<file path="src/rtl/fp32_div_seq.sv">
// Iterative IEEE-754 single-precision divider (a_operand / b_operand).
// Restoring mantissa division, one quotient bit per cycle; truncating, no denormals.
module fp32_div_seq #(
    parameter int BIAS  = 127,
    parameter int QBITS = 25
) (
    input  logic        clk,
    input  logic        rst_n,
    input  logic        start,
    input  logic [31:0] a_operand,
    input  logic [31:0] b_operand,
    output logic        busy,
    output logic        done,
    output logic [31:0] result,
    output logic        Exception,
    output logic        Div_by_zero,
    output logic        Overflow,
    output logic        Underflow
);

    typedef enum logic [1:0] {
        IDLE,
        DIV,
        NORM,
        FIN
    } state_t;

    localparam logic signed [9:0] BIAS_S    = 10'(BIAS);
    localparam logic [4:0]        CNT_START = 5'(QBITS - 1);

    state_t             state_q, state_d;
    logic [31:0]        a_q, a_d;
    logic [31:0]        b_q, b_d;
    logic [QBITS-1:0]   rem_q, rem_d;
    logic [QBITS-2:0]   den_q, den_d;
    logic [QBITS-1:0]   quo_q, quo_d;
    logic [4:0]         cnt_q, cnt_d;
    logic               busy_d, done_d;
    logic [31:0]        result_d;
    logic               exc_d, dz_d, ovf_d, unf_d;

    logic               sign;
    logic               in_special;
    logic               rem_ge;
    logic [QBITS-1:0]   rem_diff;
    logic signed [9:0]  exp_n;
    logic [22:0]        mant_n;

    function automatic logic is_exc(input logic [31:0] x, input logic [31:0] y);
        return (x[30:23] == 8'hFF) || (y[30:23] == 8'hFF);
    endfunction

    function automatic logic is_special(input logic [31:0] x, input logic [31:0] y);
        return is_exc(x, y) || (x[30:0] == 31'd0) || (y[30:0] == 31'd0);
    endfunction

    assign sign       = a_q[31] ^ b_q[31];
    assign in_special = is_special(a_operand, b_operand);

    // One restoring step: compare the partial remainder against the divisor.
    assign rem_ge   = rem_q >= {1'b0, den_q};
    assign rem_diff = rem_q - {1'b0, den_q};

    // A leading 0 in the quotient means the true mantissa ratio was below 1.0.
    assign exp_n  = $signed({2'b00, a_q[30:23]}) - $signed({2'b00, b_q[30:23]}) + BIAS_S
                  - (quo_q[QBITS-1] ? 10'sd0 : 10'sd1);
    assign mant_n = quo_q[QBITS-1] ? quo_q[23:1] : quo_q[22:0];

    // NOTE: every always_comb output gets a default first so no path leaves it unassigned (no latches).
    always_comb begin
        state_d  = state_q;
        a_d      = a_q;
        b_d      = b_q;
        rem_d    = rem_q;
        den_d    = den_q;
        quo_d    = quo_q;
        cnt_d    = cnt_q;
        busy_d   = busy;
        done_d   = done;
        result_d = result;
        exc_d    = Exception;
        dz_d     = Div_by_zero;
        ovf_d    = Overflow;
        unf_d    = Underflow;

        unique case (state_q)
            IDLE: begin
                if (done) begin
                    // Completion cycle: close the handshake and ignore any start.
                    done_d = 1'b0;
                    busy_d = 1'b0;
                end else if (start) begin
                    a_d    = a_operand;
                    b_d    = b_operand;
                    busy_d = 1'b1;
                    exc_d  = 1'b0;
                    dz_d   = 1'b0;
                    ovf_d  = 1'b0;
                    unf_d  = 1'b0;
                    if (in_special) begin
                        state_d = FIN;
                    end else begin
                        rem_d   = {1'b0, 1'b1, a_operand[22:0]};
                        den_d   = {1'b1, b_operand[22:0]};
                        quo_d   = '0;
                        cnt_d   = CNT_START;
                        state_d = DIV;
                    end
                end
            end

            DIV: begin
                rem_d = rem_ge ? {rem_diff[QBITS-2:0], 1'b0} : {rem_q[QBITS-2:0], 1'b0};
                quo_d = {quo_q[QBITS-2:0], rem_ge};
                if (cnt_q == 5'd0) begin
                    state_d = NORM;
                end else begin
                    cnt_d = cnt_q - 5'd1;
                end
            end

            NORM: begin
                if (exp_n >= 10'sd255) begin
                    ovf_d    = 1'b1;
                    result_d = {sign, 8'hFF, 23'd0};
                end else if (exp_n <= 10'sd0) begin
                    unf_d    = 1'b1;
                    result_d = {sign, 31'd0};
                end else begin
                    result_d = {sign, exp_n[7:0], mant_n};
                end
                done_d  = 1'b1;
                state_d = IDLE;
            end

            FIN: begin
                if (is_exc(a_q, b_q)) begin
                    exc_d    = 1'b1;
                    result_d = 32'd0;
                end else if (a_q[30:0] == 31'd0) begin
                    result_d = {sign, 31'd0};
                end else begin
                    dz_d     = 1'b1;
                    result_d = {sign, 8'hFF, 23'd0};
                end
                done_d  = 1'b1;
                state_d = IDLE;
            end

            default: state_d = IDLE;
        endcase
    end

    // NOTE: sequential state uses non-blocking assignments so every register samples pre-edge values.
    always_ff @(posedge clk) begin
        if (!rst_n) begin
            // NOTE: datapath registers are reset too; they are few and a clean restart costs nothing.
            state_q     <= IDLE;
            a_q         <= '0;
            b_q         <= '0;
            rem_q       <= '0;
            den_q       <= '0;
            quo_q       <= '0;
            cnt_q       <= '0;
            busy        <= 1'b0;
            done        <= 1'b0;
            result      <= '0;
            Exception   <= 1'b0;
            Div_by_zero <= 1'b0;
            Overflow    <= 1'b0;
            Underflow   <= 1'b0;
        end else begin
            state_q     <= state_d;
            a_q         <= a_d;
            b_q         <= b_d;
            rem_q       <= rem_d;
            den_q       <= den_d;
            quo_q       <= quo_d;
            cnt_q       <= cnt_d;
            busy        <= busy_d;
            done        <= done_d;
            result      <= result_d;
            Exception   <= exc_d;
            Div_by_zero <= dz_d;
            Overflow    <= ovf_d;
            Underflow   <= unf_d;
        end
    end

endmodule

</file>
<file path="config.mk">
export PLATFORM = sky130hd
export DESIGN_NAME = fp32_div_seq
export DESIGN_NICKNAME = d
export VERILOG_FILES = /design/src/rtl/fp32_div_seq.sv
export SDC_FILE = /design/constraint.sdc
export NUM_CORES = 1
export LEC_CHECK = 0
export BUFFER_PORTS_ARGS = -buffer_cell sky130_fd_sc_hd__buf_4
export CAP_MARGIN = 15
export CELL_PAD_IN_SITES_DETAIL_PLACEMENT = 1
export CELL_PAD_IN_SITES_GLOBAL_PLACEMENT = 2
export CORE_ASPECT_RATIO = 0.75
export CORE_MARGIN = 4
export CORE_UTILIZATION = 35
export DETAILED_ROUTE_END_ITERATION = 10
export MAX_ROUTING_LAYER = met4
export PLACE_DENSITY_LB_ADDON = 0.1
export SLEW_MARGIN = 10
export SYNTH_ARGS = -nofsm -noshare
export SYNTH_HDL_FRONTEND = slang
export SYNTH_SLANG_ARGS = --single-unit
</file>
<file path="constraint.sdc">
create_clock -name clk -period 4.5 [get_ports clk]
set_clock_uncertainty 0.2 [all_clocks]
set_input_delay 0.225 -clock clk [delete_from_list [all_inputs] [get_ports clk]]
set_output_delay 0.225 -clock clk [all_outputs]
set_load 0.1 [all_outputs]
</file>
==> results.json, run 1 <==
{
  "drt_wl_total_um": 29570,
  "syn_inst": 1096,
  "drt_pass1_iterations": 5,
  "avgViaCountPerCell": 5.367,
  "path_buf_inv": 4,
  "grt_pass1_vias": 8651,
  "synth.largest_area_cell": "dfxtp_1",
  "setup_tns_ps": 0,
  "antenna_found_initial": 0,
  "post_drt_wl_per_cell_um": 18.66,
  "clock.fmax_ghz": 0.2379,
  "cp_slowest_cell": "fa_1",
  "outcome": "finished, final reports clean",
  "grt_max_degree": 65,
  "drv_cap": 0,
  "start_util_pct": 36.02,
  "critPathMaxFanout": 7,
  "synth_flop_cell": "dfxtp_1",
  "start_kind": "register",
  "synth_area_leaders": "dfxtp_1 37%, nand2_1 8.1%, a21oi_1 7.2%, ha_1 5.7%, mux2i_1 3.4%",
  "synth-async-reset-ratio_pct": 0,
  "min_path_type": "in -> reg",
  "die_width_um": 190.5,
  "layout.nets": 1351,
  "path_cells": "inv_1 -> ha_1 -> inv_1 -> fa_1 -> a211o_1 -> nand2_2 -> nand2b_1 -> a21oi_1 -> xnor2_1 -> inv_1 -> ha_2 -> o21ai_0 -> a21oi_2 -> o21ai_1 -> a211o_2 -> a31oi_4 -> buf_4 -> a22oi_1 -> a31oi_1",
  "relSlewSlack_pct": 44.85,
  "port_buffers": 104,
  "seq_area_frac_synth_pct": 36.63,
  "clkTransAtPathRegs_ps": 70,
  "max_stage_delay_ps": 430,
  "finalCriticalPeriod_ps": 4204,
  "critical_path_class": "reg -> reg",
  "post-place-ws_ps": 14.64,
  "root_buffer": "clkbuf_16",
  "finalHoldViolCount": 0,
  "cts_buffers": 17,
  "ir_worst_vdd_mv": 0.3226,
  "worst_path_most_repeated_cell": "inv_1",
  "fin_crit_sh_pct": 93.43,
  "diodes": 0,
  "synthDominantCellAreaShare_pct": 36.63,
  "drive_gt1_share_pct": 16.27,
  "synth_common_cells": "188 x nand2_1, 160 x dfxtp_1, 126 x a21oi_1",
  "grt_usage_pct": 22.32,
  "layout_setup_ws_ps": 295.7,
  "grt_overflow_total": 0,
  "synthDistinctLibCells": 75,
  "yosysMostFrequentCell": "nand2_1",
  "clk-insertion-delay-late_ps": 440,
  "netlist_area_sq_um": 8745,
  "p_leak_nw": 4.385,
  "dp_hpwl_um": 20600,
  "pin_count": 105,
  "dp_cells": 1486,
  "drc_errors": 0,
  "yosysWarnings": 0,
  "grt_pass1_wl_um": 47620,
  "die_h_um": 144.9,
  "drv_slew": 0,
  "cp_top_family": "compound AO/OA/AOI/OAI gates",
  "clockBufferDepth": 2,
  "reg2reg_depth": 19,
  "cp.required_ps": 4660,
  "synth_edf_count": 0,
  "finalSetupViolCount": 0,
  "arrival_ps": 4360,
  "cts_tree": "yes",
  "cp.depth": 19,
  "grt_setup_unrepaired": "no",
  "fp-row-count": 49,
  "tightest_slew_ps": 827.1,
  "core_sq_um": 24280,
  "gp_congestion": 0.8481,
  "drt-initial-drc-count": 443,
  "ys_seq_elements": 160,
  "cts_max_level": 4,
  "avgSynthCellArea_sq_um": 7.979,
  "pwr_density_cell_nw_per_um2": 547.6,
  "placedInstanceArea_sq_um": 9798,
  "clkSinkCount": 160,
  "area_growth_pct": 27.13,
  "final_cells": 1585,
  "ant_nets": 0,
  "fin_area_sq_um": 11120,
  "hold_depth": 2,
  "worstSetupEndpointType": "register",
  "die-area_sq_um": 27600,
  "total_power_mw": 6.088,
  "detailroute.via_count": 8507,
  "syn-num-nets": 1206
}
[worst paths after layout]
| check | start | to | slack [ps] |
|---|---|---|---|
| worst min-delay path | rst_n | rem_q[14] | 50 |
| worst max register to register | a_q[23] | result[24] | 300 |
| worst max-delay path | a_q[23] | result[24] | 300 |
| worst min register to register | rem_q[24] | rem_q[24] | 250 |
[registers in the layout (all words and copies together) (netlist names)]
signal,count
quo_q,25
a_q,32
Overflow,1
busy,1
Exception,1
Underflow,1
cnt_q,5
result,32
rem_q,25
state_q,2
b_q,9
den_q,24
Div_by_zero,1
done,1
[metal layers]
| layer | wire length (um) | vias up | global-route usage [%] |
|---|---|---|---|
| li1 | - | 4195 | - |
| met1 | 15780 | 4121 | 32.65 |
| met2 | 12530 | 171 | 32.93 |
| met3 | 1038 | 20 | 3.429 |
| met4 | 218 | 0 | 4.193 |
| met5 | 0 | - | - |
[final cells by class]
cell class,instances,area (sq um)
Multi-Input combinational cell,817,5105
Timing Repair Buffer,184,1544
Clock inverter,13,167.7
Fill cell,2943,13160
Inverter,61,230.2
Tap cell,331,414.1
Clock buffer,19,452.9
Sequential cell,160,3203
[worst reg2reg max path, delay by kind of cell (launching register included)]
| kind | cells | cell delay, ps |
|---|---|---|
| buffers and inverters | 4 | 370 |
| DFF | 1 | 330 |
| and+or+nand+nor | 2 | 200 |
| xor gates and xnor gates | 1 | 180 |
| adders and majority gates | 3 | 970 |
| AOI/OAI and AO/OA | 9 | 1880 |
[logic make-up after synthesis]
family | after synthesis | share of synthesized area [%]
AND/OR/NAND/NOR | 378 | 19.56
AO/OA/AOI/OAI | 337 | 25.38
flip-flops | 160 | 36.63
buffers and inverters | 119 | 5.566
adder cells (fa/ha/maj) | 43 | 6.410
multiplexers | 31 | 3.563
XOR/XNOR | 28 | 2.890
[report_power, final]
group / leakage (nW) / internal [mW] / total (mW) / switching [mW]
logic: 2.78 / 1.09 / 2.84 / 1.74
clock network: 0.302 / 0.870 / 1.55 / 0.684
registers: 1.31 / 1.57 / 1.70 / 0.127
total: 4.39 / 3.53 / 6.09 / 2.55
[cell usage in the layout (no fill, tap or decap), types with 29 or more instances in the layout]
cell type,synthesis,layout
mux2i_1,30,30
dlygate4sd3_1,0,65
o21ai_0,42,40
buf_4,0,119
a21oi_1,126,125
a22oi_1,29,29
nor2_1,75,73
ha_1,40,39
dfxtp_1,160,160
inv_1,59,59
nand2_1,188,187
[stage by stage]
step | hold slack (ps) | utilization [%]
after floorplan | 161.0 | -
final | 47.43 | 45.79
after detailed placement | 243.0 | 40.36
after global routing | 50.86 | 45.79
after CTS | 22.95 | 45.61
after global placement | 238.5 | 40.36
[repair_timing]
action | CTS | global route
resized for setup | 1 | 8
setup buffers | 0 | 2
endpoints found under the setup margin | 1 | 28
pin swaps | 0 | 1
endpoints found under the hold margin | 85 | 0
hold buffers | 65 | 0
Note: power is estimated with default switching activity, not from simulation.
==> run 2: changes to the inputs <==
Settings changed: CTS_BUF_LIST set to sky130_fd_sc_hd__clkbuf_8 sky130_fd_sc_hd__clkbuf_16, MAX_ROUTING_LAYER met4 to not set.
Clock period 4.5 ns to 4.4 ns, I/O delays scaled along.
==> results.json, run 2 (synthesis gave the netlist of run 1 again) <==
{
  "relSlewSlack_pct": 43.80,
  "multi_input_area_sq_um": 5106,
  "p_leak_nw": 4.386,
  "core_sq_um": 24280,
  "grt_max_degree": 72,
  "start_util_pct": 36.02,
  "start_kind": "register",
  "fin_crit_sh_pct": 93.70,
  "p_clk_share_pct": 24.1,
  "grt_pass1_wl_um": 47410,
  "cp.required_ps": 4520,
  "critical_path_class": "reg -> reg",
  "mostFrequentLayoutCells": "188 x nand2_1, 160 x dfxtp_1, 125 x a21oi_1",
  "total_power_mw": 6.125,
  "grt_setup_unrepaired": "no",
  "ir_worst_vdd_mv": 0.3234,
  "drt_pass1_iterations": 5,
  "switching_power_mw": 2.636,
  "finalSetupViolCount": 0,
  "arrival_ps": 4240,
  "die-area_sq_um": 27600,
  "avgViaCountPerCell": 5.395,
  "port_buffers": 104,
  "seq_area_sq_um": 3203,
  "outcome": "finished, final reports clean",
  "clock.fmax_ghz": 0.2426,
  "critPathMaxFanout": 8,
  "die_h_um": 144.9,
  "drv_slew": 0,
  "root_buffer": "clkbuf_16",
  "cts_buffers": 17,
  "drt-initial-drc-count": 451,
  "tightest_slew_ps": 843.0,
  "layout.nets": 1352,
  "final_common_cell": "nand2_1",
  "dp_hpwl_um": 20500,
  "drv_cap": 0,
  "drt_wl_total_um": 29720,
  "seq_power_share_pct": 28.3,
  "detailroute.via_count": 8557,
  "fp-row-count": 49,
  "fillerInstances": 2931,
  "power_switching_share_pct": 43.04,
  "min_path_type": "in -> reg",
  "post_drt_wl_per_cell_um": 18.74,
  "pwr_density_cell_nw_per_um2": 551.9,
  "placedInstanceArea_sq_um": 9831,
  "grt_usage_pct": 21.61,
  "clockBufferDepth": 2,
  "area_growth_pct": 26.91,
  "antenna_found_initial": 0,
  "utilization_pct": 45.71,
  "die_width_um": 190.5,
  "gp_congestion": 0.8006,
  "final_cells": 1586,
  "dp_cells": 1487,
  "intPower_mw": 3.489,
  "drive_gt1_share_pct": 16.33,
  "pin_count": 105,
  "diodes": 0,
  "clk-insertion-delay-late_ps": 440,
  "combPwrFrac_pct": 47.6,
  "worstSetupEndpointType": "register",
  "drc_errors": 0,
  "setup_tns_ps": 0,
  "grt_pass1_vias": 8629,
  "clkSinkCount": 160,
  "finalHoldViolCount": 0,
  "largestRegisters": "a_q (32), result (32)",
  "finalCriticalPeriod_ps": 4123,
  "fin_area_sq_um": 11100,
  "cts_tree": "yes",
  "clkTransAtPathRegs_ps": 70,
  "cts_max_level": 4,
  "grt_overflow_total": 0,
  "ant_nets": 0
}
## run 2: cell count changes in the layout (fill, tap and decap cells not counted), moves of 2 or more
cell / delta
buf_12: +2
clkbuf_8: -2
inv_8: +4
clkinv_4: -3
clkinv_2: +2
o21ai_1: -2
clkinvlp_4: +2
bufinv_16: -2
o21ai_0: +2
## run 2: repair_timing
action / CTS / global route
hold buffers: 65 / 0
resized for setup: 0 / 7
hold endpoints to repair: 85 / 0
setup buffers: 0 / 2
endpoints found under the setup margin: 0 / 28
## run 2: area by class of cell
class / instances / area share, %
clock inverters: 15 / 1.285
clock buffers: 17 / 3.833
multi-input cells: 817 / 46.01
well taps: 331 / 3.732
flip-flops and latches: 160 / 28.86
repair buffers: 185 / 14.21
inverters: 61 / 2.074
## run 2: through the flow
step                      hold slack (ps)  setup slack (ps)
after floorplan                     156.0             536.6
after global placement              239.1             257.2
after detailed placement            248.2             230.8
after CTS                           29.12             132.6
after global routing                38.08             2.052
final                               32.98             277.4
## run 2: critical path, stage by stage, from the launching register on
cell	delay, ps
dfxtp_1	360
inv_1	60
ha_1	200
inv_1	60
fa_1	430
inv_1	110
ha_1	170
inv_1	50
fa_1	440
nor2b_4	190
nor2_1	80
and3_1	210
o211a_1	220
o31ai_2	340
nor4_2	110
buf_4	150
o21bai_4	230
nand2_1	90
o31a_1	300
## run 2: routing by layer
metal / up-vias / part of all wire (%) / global-route usage, % / routed length (um)
met2: 157 / 43 / 33.55 / 12650
met1: 4187 / 53 / 32.39 / 15790
li1: 4198 / - / - / -
met4: 0 / 0.62 / 3.287 / 184
met5: - / 0 / 0 / 0
met3: 15 / 3.7 / 3.381 / 1089
## run 2: worst paths after layout
check | start | to | slack [ps] | cells after the start
max | a_q[23] | result[26] | 280 | 18
min | rst_n | rem_q[14] | 30 | 2
max reg2reg | a_q[23] | result[26] | 280 | 18
min reg2reg | a_q[16] | a_q[16] | 260 | 2
## run 2: power groups by stage
stage / Sequential (mW) / Combinational, mW / Clock [mW]
floorplan: 1.84 / 2.00 / 0
global placement: 1.76 / 2.77 / 0
detailed placement: 1.77 / 2.79 / 0
CTS: 1.73 / 2.86 / 1.51
global route: 1.76 / 3.22 / 1.57
finish: 1.73 / 2.92 / 1.48
==> run 3: changes to the inputs <==
Settings changed: ABC_AREA set to 1, CORE_UTILIZATION 35 to 33.
Clock period 4.4 ns to 4.1 ns, I/O delays scaled along.
==> results.json, run 3 <==
{
  "outcome": "finished, final reports clean",
  "final_common_cell": "nor2_1",
  "diodes": 0,
  "cts_tree": "yes",
  "drt_pass1_iterations": 5,
  "yosysMostFrequentCell": "nor2_1",
  "synth_common_cells": "201 x nor2_1, 191 x a21oi_1, 180 x nand2_1",
  "critPathLaunch": "a_q[23]",
  "gp_congestion": 0.8352,
  "rrSetupSlack_ps": 370,
  "yosysWarnings": 0,
  "max_stage_delay_ps": 460,
  "mostFrequentLayoutCells": "200 x nor2_1, 191 x a21oi_1, 179 x nand2_1",
  "root_buffer": "clkbuf_16",
  "rr_startpoint": "a_q[23]",
  "grt_max_degree": 60,
  "clockBufferDepth": 2,
  "clkTransAtPathRegs_ps": 60,
  "grt_pass1_wl_um": 50450,
  "relSlewSlack_pct": 36.08,
  "fp-row-count": 52,
  "syn_inst": 1340,
  "drt_wl_total_um": 31460,
  "cp.required_ps": 4220,
  "drt-initial-drc-count": 407,
  "start_kind": "register",
  "largestRegisters": "a_q (32), result (32)",
  "clock.fmax_ghz": 0.2682,
  "drive_gt1_share_pct": 12.58,
  "detailroute.via_count": 9281,
  "r2r_end": "result[1]",
  "hold_depth": 3,
  "layout.nets": 1591,
  "drv_slew": 0,
  "clk-insertion-delay-late_ps": 450,
  "worst_path_most_repeated_cell": "nand2_1",
  "antenna_found_initial": 0,
  "clkSinkCount": 160,
  "synth.largest_area_cell": "dfxtp_1",
  "synth-async-reset-ratio_pct": 0,
  "synthDistinctLibCells": 45,
  "pin_count": 105,
  "die_h_um": 151.4,
  "finalSetupViolCount": 0,
  "cts_buffers": 17,
  "setup_tns_ps": 0,
  "critical_path_class": "reg -> reg",
  "netlist_area_sq_um": 9052,
  "synth_area_leaders": "dfxtp_1 35%, a21oi_1 11%, o21ai_0 8.5%, nor2_1 8.3%, nand2_1 7.5%",
  "tightest_slew_ps": 957.8,
  "ant_nets": 0,
  "avgSynthCellArea_sq_um": 6.756,
  "drv_cap": 0,
  "worstSetupEndpointType": "register",
  "ys_seq_elements": 160,
  "cts_max_level": 4,
  "post_drt_wl_per_cell_um": 17.05,
  "cts_setup_buffers": 0,
  "grt_usage_pct": 21.04,
  "finalCriticalPeriod_ps": 3728,
  "crit_path_end": "result[1]",
  "syn-num-nets": 1450,
  "area_growth_pct": 26.72,
  "finalHoldViolCount": 0,
  "avgViaCountPerCell": 5.030,
  "die-area_sq_um": 30170,
  "min_path_type": "in -> reg",
  "port_buffers": 104,
  "reg2reg_depth": 23,
  "dp_hpwl_um": 22460,
  "grt_pass1_vias": 9339,
  "arrival_ps": 3850,
  "drc_errors": 0,
  "synth_flop_cell": "dfxtp_1",
  "cp_slowest_cell": "fa_1",
  "critPathMaxFanout": 23,
  "path_cells": "inv_1 -> ha_1 -> inv_1 -> fa_1 -> inv_2 -> ha_1 -> inv_1 -> fa_1 -> o21ai_2 -> nand2_1 -> nand2_1 -> nand3_2 -> nand2_1 -> nand2_1 -> nand2_1 -> nand2_1 -> nor2_2 -> nor2_2 -> nor2_4 -> buf_12 -> nor2_1 -> nor2_1 -> nor2_1",
  "fin_crit_sh_pct": 90.93,
  "synth_edf_count": 0,
  "grt_overflow_total": 0,
  "synthDominantCellAreaShare_pct": 35.38,
  "grt_setup_unrepaired": "no",
  "seq_area_frac_synth_pct": 35.38,
  "core_sq_um": 27000,
  "die_width_um": 199.2,
  "start_util_pct": 33.53
}
## run 3: cell types whose count changed in the layout (fill, tap and decap cells not counted), sizes merged, moves of 29 or more
| cell | change |
|---|---|
| a22oi | -29 |
| inv | +94 |
| mux2i | -30 |
| a21oi | +64 |
| nand3 | +55 |
| nor2 | +131 |
| o21ai | +90 |
## run 3: layer usage
metal,share of wire (%),global-route usage (%),vias to the layer above,wire length (um)
met5,0,0,-,0
met4,0.73,4.067,0,229
met3,3.4,3.202,18,1056
met2,40,30.08,140,12650
met1,56,33.16,4401,17530
li1,-,-,4722,-
## run 3: critical path, delay by kind of cell, from the launching register on
kind,cells,cell delay [ps]
compound gates,1,190
buf+inv,5,510
flops,1,350
simple gates,13,1030
fa+ha+maj,4,1270
## run 3: cell families after synthesis
family	synth area share, %
AND/OR/NAND/NOR	24.57
flip-flops	35.38
XOR/XNOR	2.612
adder cells (fa/ha/maj)	6.192
AO/OA/AOI/OAI	21.40
buffers and inverters	9.717
multiplexers	0.1244
## run 3: layout make-up
cell class | instances | area (sq um)
clock inverter | 13 | 183.9
timing repair buffer | 185 | 1580
fill | 3365 | 15530
tap | 351 | 439.2
clock buffer | 19 | 452.9
sequential | 160 | 3203
inverter | 160 | 600.6
multi-input combinational | 957 | 5011
## run 3: worst min path at each step
stage,start,endpoint,slack (ps)
after floorplan,b_operand[23],b_q[23],140
after global placement,a_operand[31],a_q[31],240
after detailed placement,a_operand[31],a_q[31],240
after CTS,rst_n,state_q[1],10
after global routing,rst_n,state_q[1],30
final,rst_n,state_q[1],20
## run 3: metrics by stage
step	cell area (sq um)	std cells	utilization (%)	setup WS, ps	hold WS (ps)
after floorplan	9052	1340	-	756.6	139.9
after global placement	10150	1748	37.59	422.6	237.6
after detailed placement	10150	1748	37.59	256.1	237.1
after CTS	11440	1845	42.35	220.8	10.58
after global routing	11470	1845	42.48	9.555	32.11
final	11470	1845	42.48	371.8	16.81
## run 3: repair_timing
action	in CTS	in global routing
hold endpoints to repair	88	0
setup endpoints to repair	0	30
hold buffers	65	0
gates resized for setup	0	8
Power of run 3 is left out: the tool's default activity adds up to more than one toggle a clock period on the data nets, which glitch-free logic cannot reach.
